### src/rtl/dmem_arbiter_pkg.sv
// Shared definitions for the data-memory arbiter: owner-state encoding and default widths.
package dmem_arbiter_pkg;

    localparam int DATA_W_DEF     = 19;
    localparam int STARVE_MAX_DEF = 4;

    typedef enum logic [1:0] {
        IDLE     = 2'd0,
        CPU      = 2'd1,
        DBG_LOCK = 2'd2
    } owner_t;

    function automatic int cnt_width(input int max_val);
        return $clog2(max_val + 1);
    endfunction

endpackage

### src/rtl/dmem_arbiter_if.sv
// CPU, debug and memory-side signals of the arbiter grouped as one bundle.
interface dmem_arbiter_if #(
    parameter int DATA_W = dmem_arbiter_pkg::DATA_W_DEF
);
    logic              cpu_req;
    logic              cpu_we;
    logic [DATA_W-1:0] cpu_addr;
    logic [DATA_W-1:0] cpu_wdata;
    logic [DATA_W-1:0] cpu_rdata;
    logic              cpu_stall;

    logic              dbg_req;
    logic              dbg_we;
    logic              dbg_lock;
    logic [DATA_W-1:0] dbg_addr;
    logic [DATA_W-1:0] dbg_wdata;
    logic              dbg_gnt;
    logic [DATA_W-1:0] dbg_rdata;
    logic              dbg_rvalid;

    logic              mem_we;
    logic [DATA_W-1:0] mem_addr;
    logic [DATA_W-1:0] mem_wdata;
    logic [DATA_W-1:0] mem_rdata;

    // Requesters and the memory model sit on the master side.
    modport master (
        output cpu_req, cpu_we, cpu_addr, cpu_wdata,
        output dbg_req, dbg_we, dbg_lock, dbg_addr, dbg_wdata,
        output mem_rdata,
        input  cpu_rdata, cpu_stall, dbg_gnt, dbg_rdata, dbg_rvalid,
        input  mem_we, mem_addr, mem_wdata
    );

    modport slave (
        input  cpu_req, cpu_we, cpu_addr, cpu_wdata,
        input  dbg_req, dbg_we, dbg_lock, dbg_addr, dbg_wdata,
        input  mem_rdata,
        output cpu_rdata, cpu_stall, dbg_gnt, dbg_rdata, dbg_rvalid,
        output mem_we, mem_addr, mem_wdata
    );
endinterface

### src/rtl/dmem_arbiter_starve_counter.sv
// Saturating count of consecutive cycles the debug port was denied while requesting.
module starve_counter #(
    parameter int MAX = 4,
    parameter int CW  = $clog2(MAX + 1)
) (
    input  logic          clk,
    input  logic          rst,
    input  logic          inc,
    input  logic          clr,
    output logic          sat,
    output logic [CW-1:0] cnt
);
    always_ff @(posedge clk or negedge rst) begin
        if (!rst) begin
            cnt <= '0;
        end else if (clr) begin
            cnt <= '0;
        end else if (inc && (cnt != CW'(MAX))) begin
            cnt <= cnt + 1'b1;
        end
    end

    assign sat = (cnt == CW'(MAX));
endmodule

### src/rtl/dmem_arbiter.sv
// Single-port data-memory arbiter between the CPU and a debug/loader port,
// with starvation escape for debug and a lockable debug burst mode.
module dmem_arbiter
    import dmem_arbiter_pkg::*;
#(
    parameter int DATA_W     = DATA_W_DEF,
    parameter int STARVE_MAX = STARVE_MAX_DEF
) (
    input  logic                             clk,
    input  logic                             rst,
    dmem_arbiter_if.slave                    bus,
    output owner_t                           owner,
    output logic [$clog2(STARVE_MAX+1)-1:0]  starve_cnt
);
    localparam int CW = $clog2(STARVE_MAX + 1);

    owner_t            owner_q, owner_d;
    logic              cpu_g, dbg_g;
    logic              sat, denied;
    logic [DATA_W-1:0] dbg_rdata_q;
    logic              dbg_rvalid_q;

    // Grant priority: active lock, lone requester, then CPU unless debug is starved.
    always_comb begin
        cpu_g = 1'b0;
        dbg_g = 1'b0;
        if (owner_q == DBG_LOCK && bus.dbg_req) begin
            dbg_g = 1'b1;
        end else if (bus.cpu_req && !bus.dbg_req) begin
            cpu_g = 1'b1;
        end else if (!bus.cpu_req && bus.dbg_req) begin
            dbg_g = 1'b1;
        end else if (bus.cpu_req && bus.dbg_req) begin
            if (sat) dbg_g = 1'b1;
            else     cpu_g = 1'b1;
        end
    end

    always_comb begin
        owner_d = IDLE;
        if (dbg_g && bus.dbg_lock) owner_d = DBG_LOCK;
        else if (cpu_g)            owner_d = CPU;
    end

    always_ff @(posedge clk or negedge rst) begin
        if (!rst) owner_q <= IDLE;
        else      owner_q <= owner_d;
    end

    // A lock raised during a CPU grant only matters once debug actually wins.
    assign denied = bus.dbg_req && !dbg_g;

    starve_counter #(.MAX(STARVE_MAX), .CW(CW)) u_starve (
        .clk (clk),
        .rst (rst),
        .inc (denied),
        .clr (!denied),
        .sat (sat),
        .cnt (starve_cnt)
    );

    // Flat AND-OR mux: at most one grant is ever high.
    assign bus.mem_we    = rst & ((cpu_g & bus.cpu_we) | (dbg_g & bus.dbg_we));
    assign bus.mem_addr  = ({DATA_W{cpu_g}} & bus.cpu_addr)  | ({DATA_W{dbg_g}} & bus.dbg_addr);
    assign bus.mem_wdata = ({DATA_W{cpu_g}} & bus.cpu_wdata) | ({DATA_W{dbg_g}} & bus.dbg_wdata);
    assign bus.cpu_rdata = bus.mem_rdata;
    assign bus.cpu_stall = bus.cpu_req & ~cpu_g;
    assign bus.dbg_gnt   = dbg_g;

    always_ff @(posedge clk or negedge rst) begin
        if (!rst) begin
            dbg_rdata_q  <= '0;
            dbg_rvalid_q <= 1'b0;
        end else begin
            dbg_rvalid_q <= dbg_g & ~bus.dbg_we;
            if (dbg_g && !bus.dbg_we) dbg_rdata_q <= bus.mem_rdata;
        end
    end

    assign bus.dbg_rdata  = dbg_rdata_q;
    assign bus.dbg_rvalid = dbg_rvalid_q;
    assign owner          = owner_q;
endmodule

### src/flat_wrapper.sv
// flat-port wrapper written by rule: the top's interface ports become plain ports
module dmem_arbiter_flat import dmem_arbiter_pkg::*;
#(
    parameter int DATA_W     = DATA_W_DEF,
    parameter int STARVE_MAX = STARVE_MAX_DEF
)
  (clk, rst, owner, starve_cnt, bus_cpu_req, bus_cpu_we, bus_cpu_addr, bus_cpu_wdata, bus_dbg_req, bus_dbg_we, bus_dbg_lock, bus_dbg_addr, bus_dbg_wdata, bus_mem_rdata, bus_cpu_rdata, bus_cpu_stall, bus_dbg_gnt, bus_dbg_rdata, bus_dbg_rvalid, bus_mem_we, bus_mem_addr, bus_mem_wdata);
  dmem_arbiter_if #(.DATA_W(DATA_W)) bus_i ();
  input  logic clk;
  input  logic rst;
  output owner_t owner;
  output logic [$clog2(STARVE_MAX+1)-1:0] starve_cnt;
  input wire logic [$bits(bus_i.cpu_req)-1:0] bus_cpu_req;
  input wire logic [$bits(bus_i.cpu_we)-1:0] bus_cpu_we;
  input wire logic [$bits(bus_i.cpu_addr)-1:0] bus_cpu_addr;
  input wire logic [$bits(bus_i.cpu_wdata)-1:0] bus_cpu_wdata;
  input wire logic [$bits(bus_i.dbg_req)-1:0] bus_dbg_req;
  input wire logic [$bits(bus_i.dbg_we)-1:0] bus_dbg_we;
  input wire logic [$bits(bus_i.dbg_lock)-1:0] bus_dbg_lock;
  input wire logic [$bits(bus_i.dbg_addr)-1:0] bus_dbg_addr;
  input wire logic [$bits(bus_i.dbg_wdata)-1:0] bus_dbg_wdata;
  input wire logic [$bits(bus_i.mem_rdata)-1:0] bus_mem_rdata;
  output wire logic [$bits(bus_i.cpu_rdata)-1:0] bus_cpu_rdata;
  output wire logic [$bits(bus_i.cpu_stall)-1:0] bus_cpu_stall;
  output wire logic [$bits(bus_i.dbg_gnt)-1:0] bus_dbg_gnt;
  output wire logic [$bits(bus_i.dbg_rdata)-1:0] bus_dbg_rdata;
  output wire logic [$bits(bus_i.dbg_rvalid)-1:0] bus_dbg_rvalid;
  output wire logic [$bits(bus_i.mem_we)-1:0] bus_mem_we;
  output wire logic [$bits(bus_i.mem_addr)-1:0] bus_mem_addr;
  output wire logic [$bits(bus_i.mem_wdata)-1:0] bus_mem_wdata;
  assign bus_i.cpu_req = bus_cpu_req;
  assign bus_i.cpu_we = bus_cpu_we;
  assign bus_i.cpu_addr = bus_cpu_addr;
  assign bus_i.cpu_wdata = bus_cpu_wdata;
  assign bus_i.dbg_req = bus_dbg_req;
  assign bus_i.dbg_we = bus_dbg_we;
  assign bus_i.dbg_lock = bus_dbg_lock;
  assign bus_i.dbg_addr = bus_dbg_addr;
  assign bus_i.dbg_wdata = bus_dbg_wdata;
  assign bus_i.mem_rdata = bus_mem_rdata;
  assign bus_cpu_rdata = bus_i.cpu_rdata;
  assign bus_cpu_stall = bus_i.cpu_stall;
  assign bus_dbg_gnt = bus_i.dbg_gnt;
  assign bus_dbg_rdata = bus_i.dbg_rdata;
  assign bus_dbg_rvalid = bus_i.dbg_rvalid;
  assign bus_mem_we = bus_i.mem_we;
  assign bus_mem_addr = bus_i.mem_addr;
  assign bus_mem_wdata = bus_i.mem_wdata;
  dmem_arbiter #(.DATA_W(DATA_W), .STARVE_MAX(STARVE_MAX)) u_core (.clk(clk), .rst(rst), .bus(bus_i), .owner(owner), .starve_cnt(starve_cnt));
endmodule
### config.mk
export PLATFORM = sky130hd
export DESIGN_NAME = dmem_arbiter_flat
export DESIGN_NICKNAME = d
export VERILOG_FILES = /design/src/rtl/dmem_arbiter_pkg.sv /design/src/rtl/dmem_arbiter_if.sv /design/src/rtl/dmem_arbiter_starve_counter.sv /design/src/rtl/dmem_arbiter.sv /design/src/flat_wrapper.sv
export SDC_FILE = /design/constraint.sdc
export NUM_CORES = 1
export LEC_CHECK = 0
export ABC_AREA = 1
export ABC_CLOCK_PERIOD_IN_PS = 2000
export CAP_MARGIN = 20
export CORE_MARGIN = 4
export CORE_UTILIZATION = 26
export DETAILED_ROUTE_END_ITERATION = 10
export GPL_TIMING_DRIVEN = 1
export PLACE_DENSITY = 0.77
export REMOVE_ABC_BUFFERS = 1
export SETUP_SLACK_MARGIN = 0.1
export SYNTH_ARGS = -nofsm -noshare
export SYNTH_HDL_FRONTEND = slang
export SYNTH_HIERARCHICAL = 1
export SYNTH_SLANG_ARGS = --single-unit
export TNS_END_PERCENT = 1
### constraint.sdc
create_clock -name clk -period 2 [get_ports clk]
set_clock_uncertainty 0.1 [all_clocks]
set_input_delay 0.6 -clock clk [delete_from_list [all_inputs] [get_ports clk]]
set_output_delay 0.6 -clock clk [all_outputs]
set_load 0.01 [all_outputs]
Word-level counts from Yosys, hierarchy flattened
Cells that the tools add are included.

Register bits after elaboration: 25. Input port bits: 102. Output and inout port bits: 85. Word-level logic and storage cells: 49.

Add/sub/neg operators: 1. Eq/ne operators: 4. Mux-type cells: 14. Bitwise operators: 14. Reductions and logical operators: 12.

Operators by type and width (number): AND 19 bit (4); OR 19 bit (2); 2-to-1 mux 1 bit (11); logical AND 1 bit (8); 2-to-1 mux 3 bit (2); AND 1 bit (5); zero test 1 bit (4); adder 3 x 1 -> 3 bit (second input constant) (1); == test 3 bit (second input constant) (1); != test 3 bit (second input constant) (1); == test 2 bit (second input constant) (1); 2-to-1 mux 2 bit (1); != test 2 x 1 -> 1 bit (second input constant) (1); inverter 1 bit (2); OR 1 bit (1).

Depth between registers and ports, before layout
Gate-level depths: netlist (run 1).

Depth after elaboration: 11. Mapped depth: 17. Depth with buffers taken out: 16.

Cells and area by module
Netlist (run 1), hierarchy kept.

Modules (own cells, without submodules): dmem_arbiter (instances 1, cells an instance 249, area an instance 1550.2 µm²); starve_counter (instances 1, cells an instance 25, area an instance 185.2 µm²).

Worst setup path after synthesis (run 1)
No wires, ideal clock.

Path kind: flip-flop to output port. Start: register u_core.u_starve.cnt[0]. End: output port bus_mem_addr[0]. Arrival: 1.509 ns. Path slack: -0.209 ns. Cell stages (with the launch flop): 11. Buffers on the path: 2. Path through: dfrtp_1 inv_1 ha_1 nand2_2 inv_1 a21oi_1 and2_1 buf_2 buf_6 nand2_1 nand2_1.

Cells in the longest elaborated chain, start to end: 8. Elaborated cells between the ends (all ways): 14.

Ends and longest elaborated chain: start: declaration (RTL line dmem_arbiter_starve_counter.sv:11) `output logic [CW-1:0] cnt`; start signal: assignment (RTL line dmem_arbiter_starve_counter.sv:19) `cnt <= cnt + 1'b1;`; == test 3 bit * (RTL line dmem_arbiter_starve_counter.sv:23) `assign sat = (cnt == CW'(MAX));`; via u_core.sat (RTL line dmem_arbiter.sv:19) `logic sat, denied;`; 2-to-1 mux 1 bit (RTL line dmem_arbiter.sv:34) `if (sat) dbg_g = 1'b1;`; 2-to-1 mux 1 bit (RTL line dmem_arbiter.sv:33) `end else if (bus.cpu_req && bus.dbg_req) begin`; 2-to-1 mux 1 bit (RTL line dmem_arbiter.sv:31) `end else if (!bus.cpu_req && bus.dbg_req) begin`; 2-to-1 mux 1 bit (RTL line dmem_arbiter.sv:29) `end else if (bus.cpu_req && !bus.dbg_req) begin`; 2-to-1 mux 1 bit (RTL line dmem_arbiter.sv:27) `if (owner_q == DBG_LOCK && bus.dbg_req) begin`; AND 19 bit (RTL line dmem_arbiter.sv:64) `assign bus.mem_addr = ({DATA_W{cpu_g}} & bus.cpu_addr) | ({DATA_W{dbg_g}} & bus.dbg_addr);`; OR 19 bit * (RTL line dmem_arbiter.sv:64); end: declaration (RTL line flat_wrapper.sv:29) `output wire logic [$bits(bus_i.mem_addr)-1:0] bus_mem_addr;`.

The timed path passes the listed nets; every way through them passes the cells marked *.

Worst setup path in the final report (run 1)
Start: register u_core.u_starve.cnt[1]. End: output port bus_mem_addr[13].

Same word-level chain as after synthesis.

==> impl_metrics.csv, run 1 <==
group,metric,value,unit
outcome,status,"complete, but fails checks",
outcome,violations,"setup timing",
critical_path,critPathLaunchType,"flip-flop",
placed_design,hpwl,6040,um
hold_path,hp-class,"reg2reg",
critical_path,end_kind,"output port",
timing,worst_pin_slew,0.318,ns
power,p_leak,2.19,nW
critical_path,rr_endpoint,"u_core/u_starve/cnt[2]$_DFFE_PN0P_",
critical_path,ff2ff_path_depth,19,
grt,grt_pass1_wl,11700,um
timing,finalSetupViolCount,43,
layout,final_util,0.596,
hold_path,min_to,"u_core/bus.dbg_rdata[10]$_DFFE_PN0P_",
critical_path,cp_common_cell,"nand2_1",
clocking,cts.sinks,25,
layout,layout.cells.non_filler,548,
critical_path,crit_path_max_fanout,10,
detailed_routing,vias,2405,
layout,fin_nets,576,
grt,grt_pass1_vias,2386,
synth,syn_area_per_cell,6.33,um^2
synth,synth_area,1740,um^2
flow_run,drv_cap,0,
power,seqPwrFrac,0.345,
layout,synthToLayoutAreaGrowth,120,%
grt,grt_use_total,0.174,
critical_path,cp_slowest_stage_delay,0.39,ns
grt,grt_antenna_before_repair,0,
critical_path,arrival,1.77,ns
power,p_int,1.22,mW
detailed_routing,viasPerCell,4.39,
timing,slew_viol_final,0,
floorplanning,fp.dieArea,8050,um^2
synth,netlist_instances,274,
clocking,clockBufferDepth,2,
clocking,cts_tree,"built",
power,pwr-share-comb,0.495,
synth,yosys.area_share.simple,0.446,
layout,drive_above_1_share,0.287,
timing,hold_violations,0,
synth,synth_warnings,6,
power,switching_share,0.312,
synth,synth_top_family_by_area,"simple AND/OR/NAND/NOR gates",
critical_path,path_cells,"inv_2 > ha_4 > nand2_4 > inv_4 > a21oi_4 > and2_4 > clkbuf_16 > nand2_1 > nand2_1 > buf_2",
synth,ys_ff_latch,25,
clocking,h-tree-depth,1,
detailed_routing,routed_wl,7640,um
grt,grt_max_degree,26,
synth,synth.area.mux_share,0,
placed_design,port_buffers,186,
floorplanning,pin_count,187,
detailed_routing,wire_per_inst,13.9,um
timing,fin_tns_setup,-18.26,ns
critical_path,crit_type,"reg2out",
power,p_switching,0.555,mW
synth,ys_types,14,
synth,synth-adder-area-share,0.0144,
hold_path,hold_depth,2,
clocking,clk_latency,0.25,ns
clocking,cts_made_buffers,3,
synth,synth_compound_area_frac,0.00577,
critical_path,critPathSlowestCell,"dfrtp_1",
clocking,clk_pin_slew_worst_paths,0.08,ns
detailed_routing,ant_nets,0,
power,powerDensity,465,nW/um^2
critical_path,worstReg2RegStart,"u_core/u_starve/cnt[1]$_DFFE_PN0P_",
placed_design,place_inst,538,
timing,fmax,404,MHz
power,ir_drop,0.171,mV
detailed_routing,first_pass_iters,4,
layout,diodes,0,
detailed_routing,drc,0,
critical_path,critPathRequiredTime,1.30,ns
timing,rsz0062_at_grt,"yes",
power,finalPower,1.78,mW
grt,overflow,0,
clocking,ctsRootBufferMaster,"clkbuf_8",
timing,slew-limit-headroom,0.788,
floorplanning,die_width,89.7,um
power,p_clk_frac,0.161,
timing,setup_slack,-0.475,ns
floorplanning,fp.coreArea,6420,um^2
clocking,cts_hold_buf,0,
synth,yosysSeqAreaShare,0.360,
floorplanning,start_util,0.270,
timing,finalCritPeriodShare,1.24,
layout,fill_cells,623,
placed_design,place_congestion,0.818,
floorplanning,die_y,89.7,um
hold_path,holdCritStartpoint,"u_core/bus.dbg_rdata[10]$_DFFE_PN0P_",
floorplanning,rows,29,
synth,synth_xor_area_frac,0,
critical_path,r2r_slack,-0.04,ns
timing,fin_crit,2.47,ns
detailed_routing,drtIter0Drc,47,
-- worst max-delay path by stage --
stage / from / depth (start not counted) / slack [ns] / endpoint
2_1_floorplan: u_core/u_starve/cnt[0]$_DFFE_PN0P_ / 10 / -0.96 / bus_mem_we
3_3_place_gp: bus_cpu_req / 8 / -1.10 / bus_mem_wdata[11]
3_5_place_dp: bus_cpu_req / 8 / -1.18 / bus_mem_wdata[11]
4_1_cts: u_core/u_starve/cnt[1]$_DFFE_PN0P_ / 10 / -0.58 / bus_mem_wdata[6]
5_1_grt: u_core/u_starve/cnt[1]$_DFFE_PN0P_ / 10 / -0.58 / bus_mem_wdata[3]
6_report: u_core/u_starve/cnt[1]$_DFFE_PN0P_ / 10 / -0.47 / bus_mem_addr[13]
-- layer usage --
metal / global-route usage / vias to the layer above / wire length [um]
li1: - / 1211 / -
met1: 0.177 / 1043 / 2690
met2: 0.331 / 135 / 3920
met3: 0.0626 / 16 / 829
met4: 0.0562 / 0 / 201
met5: 0 / - / 0
-- cell usage in the layout (no fill, tap or decap), drive strengths merged --
cell,n
nor2,5
a21oi,2
nand4,2
dlymetal6s2s,12
and2,1
clkdlybuf4s15,1
nand2,165
clkbuf,5
dfrtp,25
clkinv,1
clkdlybuf4s50,89
buf,101
nand3,23
inv,15
ha,2
dlygate4sd2,22
-- through the flow --
step / setup slack, ns / area, um^2 / hold slack [ns]
after floorplan: -0.958 / 1490 / 0.204
after global placement: -1.10 / 3740 / 0.354
after detailed placement: -1.18 / 3740 / 0.357
after CTS: -0.577 / 3640 / 0.380
after global routing: -0.579 / 3820 / 0.392
final: -0.475 / 3820 / 0.374
-- state kept, by name (all words and copies together), names as in the netlist --
name,flops
u_core/bus.dbg_rdata,19
u_core/u_starve/cnt,3
u_core/owner,2
u_core/bus.dbg_rvalid,1
-- power groups by stage --
stage	combinational (mW)	clock [mW]	sequential (mW)
2_1_floorplan	0.199	0	0.658
3_3_place_gp	0.885	0	0.620
3_5_place_dp	0.896	0	0.622
4_1_cts	0.859	0.298	0.613
5_1_grt	0.949	0.321	0.622
6_report	0.880	0.286	0.614
-- critical path, delay by kind of cell, from the launching register on --
kind	cells	cell delay, ns
buffers and inverters	4	0.41
adders and majority gates	1	0.16
DFF	1	0.39
AOI/OAI and AO/OA	1	0.12
and+or+nand+nor	4	0.43
-- timing repair --
| item | in CTS | in global routing |
|---|---|---|
| pin swaps | 5 | 3 |
| setup buffers | 0 | 2 |
| gates cloned | 2 | 2 |
| hold endpoints to repair | 0 | 0 |
| resized for setup | 300 | 40 |
| setup endpoints to repair | 88 | 76 |
-- synthesized netlist by cell type, drive strengths merged --
| cell | instances | area (um^2) |
|---|---|---|
| nand4 | 2 | 12.5 |
| inv | 15 | 56.3 |
| and2 | 1 | 6.26 |
| dfrtp | 25 | 626 |
| nand3 | 23 | 115 |
| a21oi | 2 | 10.0 |
| nor2 | 5 | 18.8 |
| buf | 34 | 244 |
| ha | 2 | 25.0 |
| nand2 | 165 | 622 |
-- area by class of cell --
class | instances | area, um^2 | area share
clock buffers | 3 | 41.3 | 0.0108
clock inverters | 1 | 5.00 | 0.00131
inverters | 15 | 58.8 | 0.0154
multi-input cells | 200 | 897 | 0.235
flip-flops and latches | 25 | 626 | 0.164
well taps | 77 | 96.3 | 0.0252
repair buffers | 227 | 2100 | 0.549
-- cells by family (layout without fill, tap and decap cells) --
kind of cell / count (synthesis) / after routing
buffers and inverters: 49 / 246
AOI/OAI and AO/OA: 2 / 2
and+or+nand+nor: 196 / 196
DFF: 25 / 25
adders and majority gates: 2 / 2
(Power assumes the default switching activity.)
==> run 2, diff against run 1 <==
Settings changed: CORE_ASPECT_RATIO set to 1.2.
==> run 2 against run 1 <==
  * Combinational power is 5.0% higher
  * Critical endpoint is now bus_mem_wdata[14]
  * The flow still finishes with violations (setup timing)
  * Highest routed layer unchanged
  * Core utilization is 2.0 points higher
  * Design area is 3.8% higher
  * Clock-buffer cell count is 1 higher
==> impl_metrics.csv, run 2 (synthesized netlist as in run 1, its figures left out) <==
group,metric,value,unit
critical_path,r2r_slack,0.01,ns
outcome,violations,"setup timing",
layout,largest_reg_flops,19,
detailed_routing,viasPerCell,4.41,
critical_path,cp_slowest_stage_delay,0.39,ns
layout,layout.cells.non_filler,559,
layout,diodes,0,
timing,rsz0062_at_grt,"yes",
placed_design,place_congestion,0.876,
placed_design,place_inst,544,
grt,grt_pass1_vias,2460,
detailed_routing,first_pass_iters,4,
floorplanning,pin_count,187,
clocking,ctsRootBufferMaster,"clkbuf_8",
timing,worst_pin_slew,0.323,ns
timing,finalSetupViolCount,41,
grt,grt_max_degree,26,
floorplanning,fp.dieArea,8050,um^2
layout,fin_nets,579,
timing,fin_crit,2.54,ns
detailed_routing,ant_nets,0,
critical_path,critPathLaunchType,"flip-flop",
grt,grt_pass1_wl,12000,um
timing,slew-limit-headroom,0.785,
power,finalPower,1.83,mW
timing,fmax,394,MHz
grt,grt_antenna_before_repair,0,
critical_path,critPathRequiredTime,1.30,ns
floorplanning,fp.coreArea,6450,um^2
critical_path,crit_type,"reg2out",
layout,synthToLayoutAreaGrowth,129,%
floorplanning,rows,32,
grt,grt_use_total,0.193,
timing,setup_slack,-0.537,ns
critical_path,path_cells,"inv_2 > ha_4 > nand2_4 > inv_4 > inv_2 > nand2_2 > nand2_2 > nand2_4 > buf_12 > buf_16 > nand2_1 > nand2_2 > buf_6",
critical_path,arrival,1.84,ns
placed_design,preCtsSetupSlack,-1.16,ns
clocking,cts_hold_buf,0,
critical_path,ff2ff_path_depth,17,
detailed_routing,drc,0,
flow_run,drv_cap,0,
critical_path,crit_path_max_fanout,17,
hold_path,hold_depth,2,
critical_path,critPathTopFamily,"buffers and inverters",
floorplanning,start_util,0.269,
clocking,cts_tree,"built",
floorplanning,die_y,97.5,um
timing,finalCritPeriodShare,1.27,
clocking,cts.sinks,25,
critical_path,rr_endpoint,"u_core/u_starve/cnt[2]$_DFFE_PN0P_",
clocking,cts_made_buffers,3,
detailed_routing,routed_wl,8230,um
detailed_routing,vias,2466,
power,p_leak,2.26,nW
layout,final_util,0.616,
layout,drive_above_1_share,0.314,
grt,overflow,0,
timing,hold_violations,0,
placed_design,port_buffers,186,
clocking,clk_latency,0.26,ns
timing,fin_tns_setup,-19.04,ns
power,ir_drop,0.236,mV
hold_path,min_to,"u_core/bus.dbg_rdata[1]$_DFFE_PN0P_",
clocking,clockBufferDepth,2,
critical_path,end_kind,"output port",
critical_path,cp_common_cell,"nand2_2",
power,powerDensity,460,nW/um^2
placed_design,hpwl,6400,um
critical_path,critPathSlowestCell,"dfrtp_1",
clocking,h-tree-depth,1,
detailed_routing,wire_per_inst,14.7,um
hold_path,holdCritStartpoint,"u_core/bus.dbg_rdata[1]$_DFFE_PN0P_",
clocking,clk_pin_slew_worst_paths,0.08,ns
critical_path,cp_num_buf_inv,6,
critical_path,cp-startpoint,"u_core/u_starve/cnt[0]$_DFFE_PN0P_",
layout,final_common_cell,"nand2_1",
timing,slew_viol_final,0,
critical_path,worstReg2RegStart,"u_core/u_starve/cnt[0]$_DFFE_PN0P_",
outcome,status,"complete, but fails checks",
detailed_routing,drtIter0Drc,34,
hold_path,hp-class,"reg2reg",
layout,final_cell_mix,"135 x nand2_1, 87 x clkdlybuf4s50_1, 41 x buf_2, 31 x buf_4, 26 x nand2_2",
floorplanning,die_width,82.6,um
layout,fill_cells,595,
==> run 2: layout make-up <==
class	instances	area, um^2	share of cell area
clock buffers	4	45.0	0.0113
inverters	15	58.8	0.0148
multi-input cells	200	926	0.233
flip-flops and latches	25	626	0.158
well taps	85	106	0.0268
repair buffers	230	2210	0.556
==> run 2: what timing repair did <==
item	CTS	global route
pin swaps	15	3
gates cloned	4	0
endpoints found under the setup margin	88	79
resized for setup	328	29
setup buffers	8	0
==> run 2: tightest hold or removal path, delay by kind of cell (launching register included) <==
kind,cells,cell delay (ns)
flip-flops,1,0.34
AND/OR/NAND/NOR,2,0.10
==> run 2: worst max path at each step <==
stage | endpoint | slack [ns] | depth (start not counted)
6_report | bus_mem_wdata[14] | -0.54 | 13
3_5_place_dp | bus_mem_wdata[0] | -1.16 | 8
5_1_grt | bus_mem_addr[13] | -0.63 | 13
4_1_cts | bus_mem_addr[13] | -0.54 | 11
2_1_floorplan | bus_mem_we | -0.96 | 10
3_3_place_gp | bus_mem_wdata[0] | -1.15 | 8
==> run 2: report_power, final <==
group | internal, mW | total, mW | switching (mW)
clock | 0.142 | 0.289 | 0.147
combinational | 0.533 | 0.924 | 0.391
sequential | 0.576 | 0.612 | 0.0356
total | 1.25 | 1.83 | 0.573
==> run 2: routing by layer <==
| layer | global-route usage | vias to the layer above | part of all wire |
|---|---|---|---|
| met5 | 0 | - | 0 |
| met4 | 0.0428 | 0 | 0.012 |
| met3 | 0.0575 | 8 | 0.12 |
| met2 | 0.350 | 137 | 0.51 |
| met1 | 0.215 | 1108 | 0.36 |
| li1 | - | 1213 | - |
==> run 2: stage by stage <==
step / hold slack [ns] / cell area, um^2
floorplan: 0.204 / 1490
global placement: 0.353 / 3750
detailed placement: 0.361 / 3750
CTS: 0.380 / 3880
global route: 0.406 / 3970
finish: 0.373 / 3970
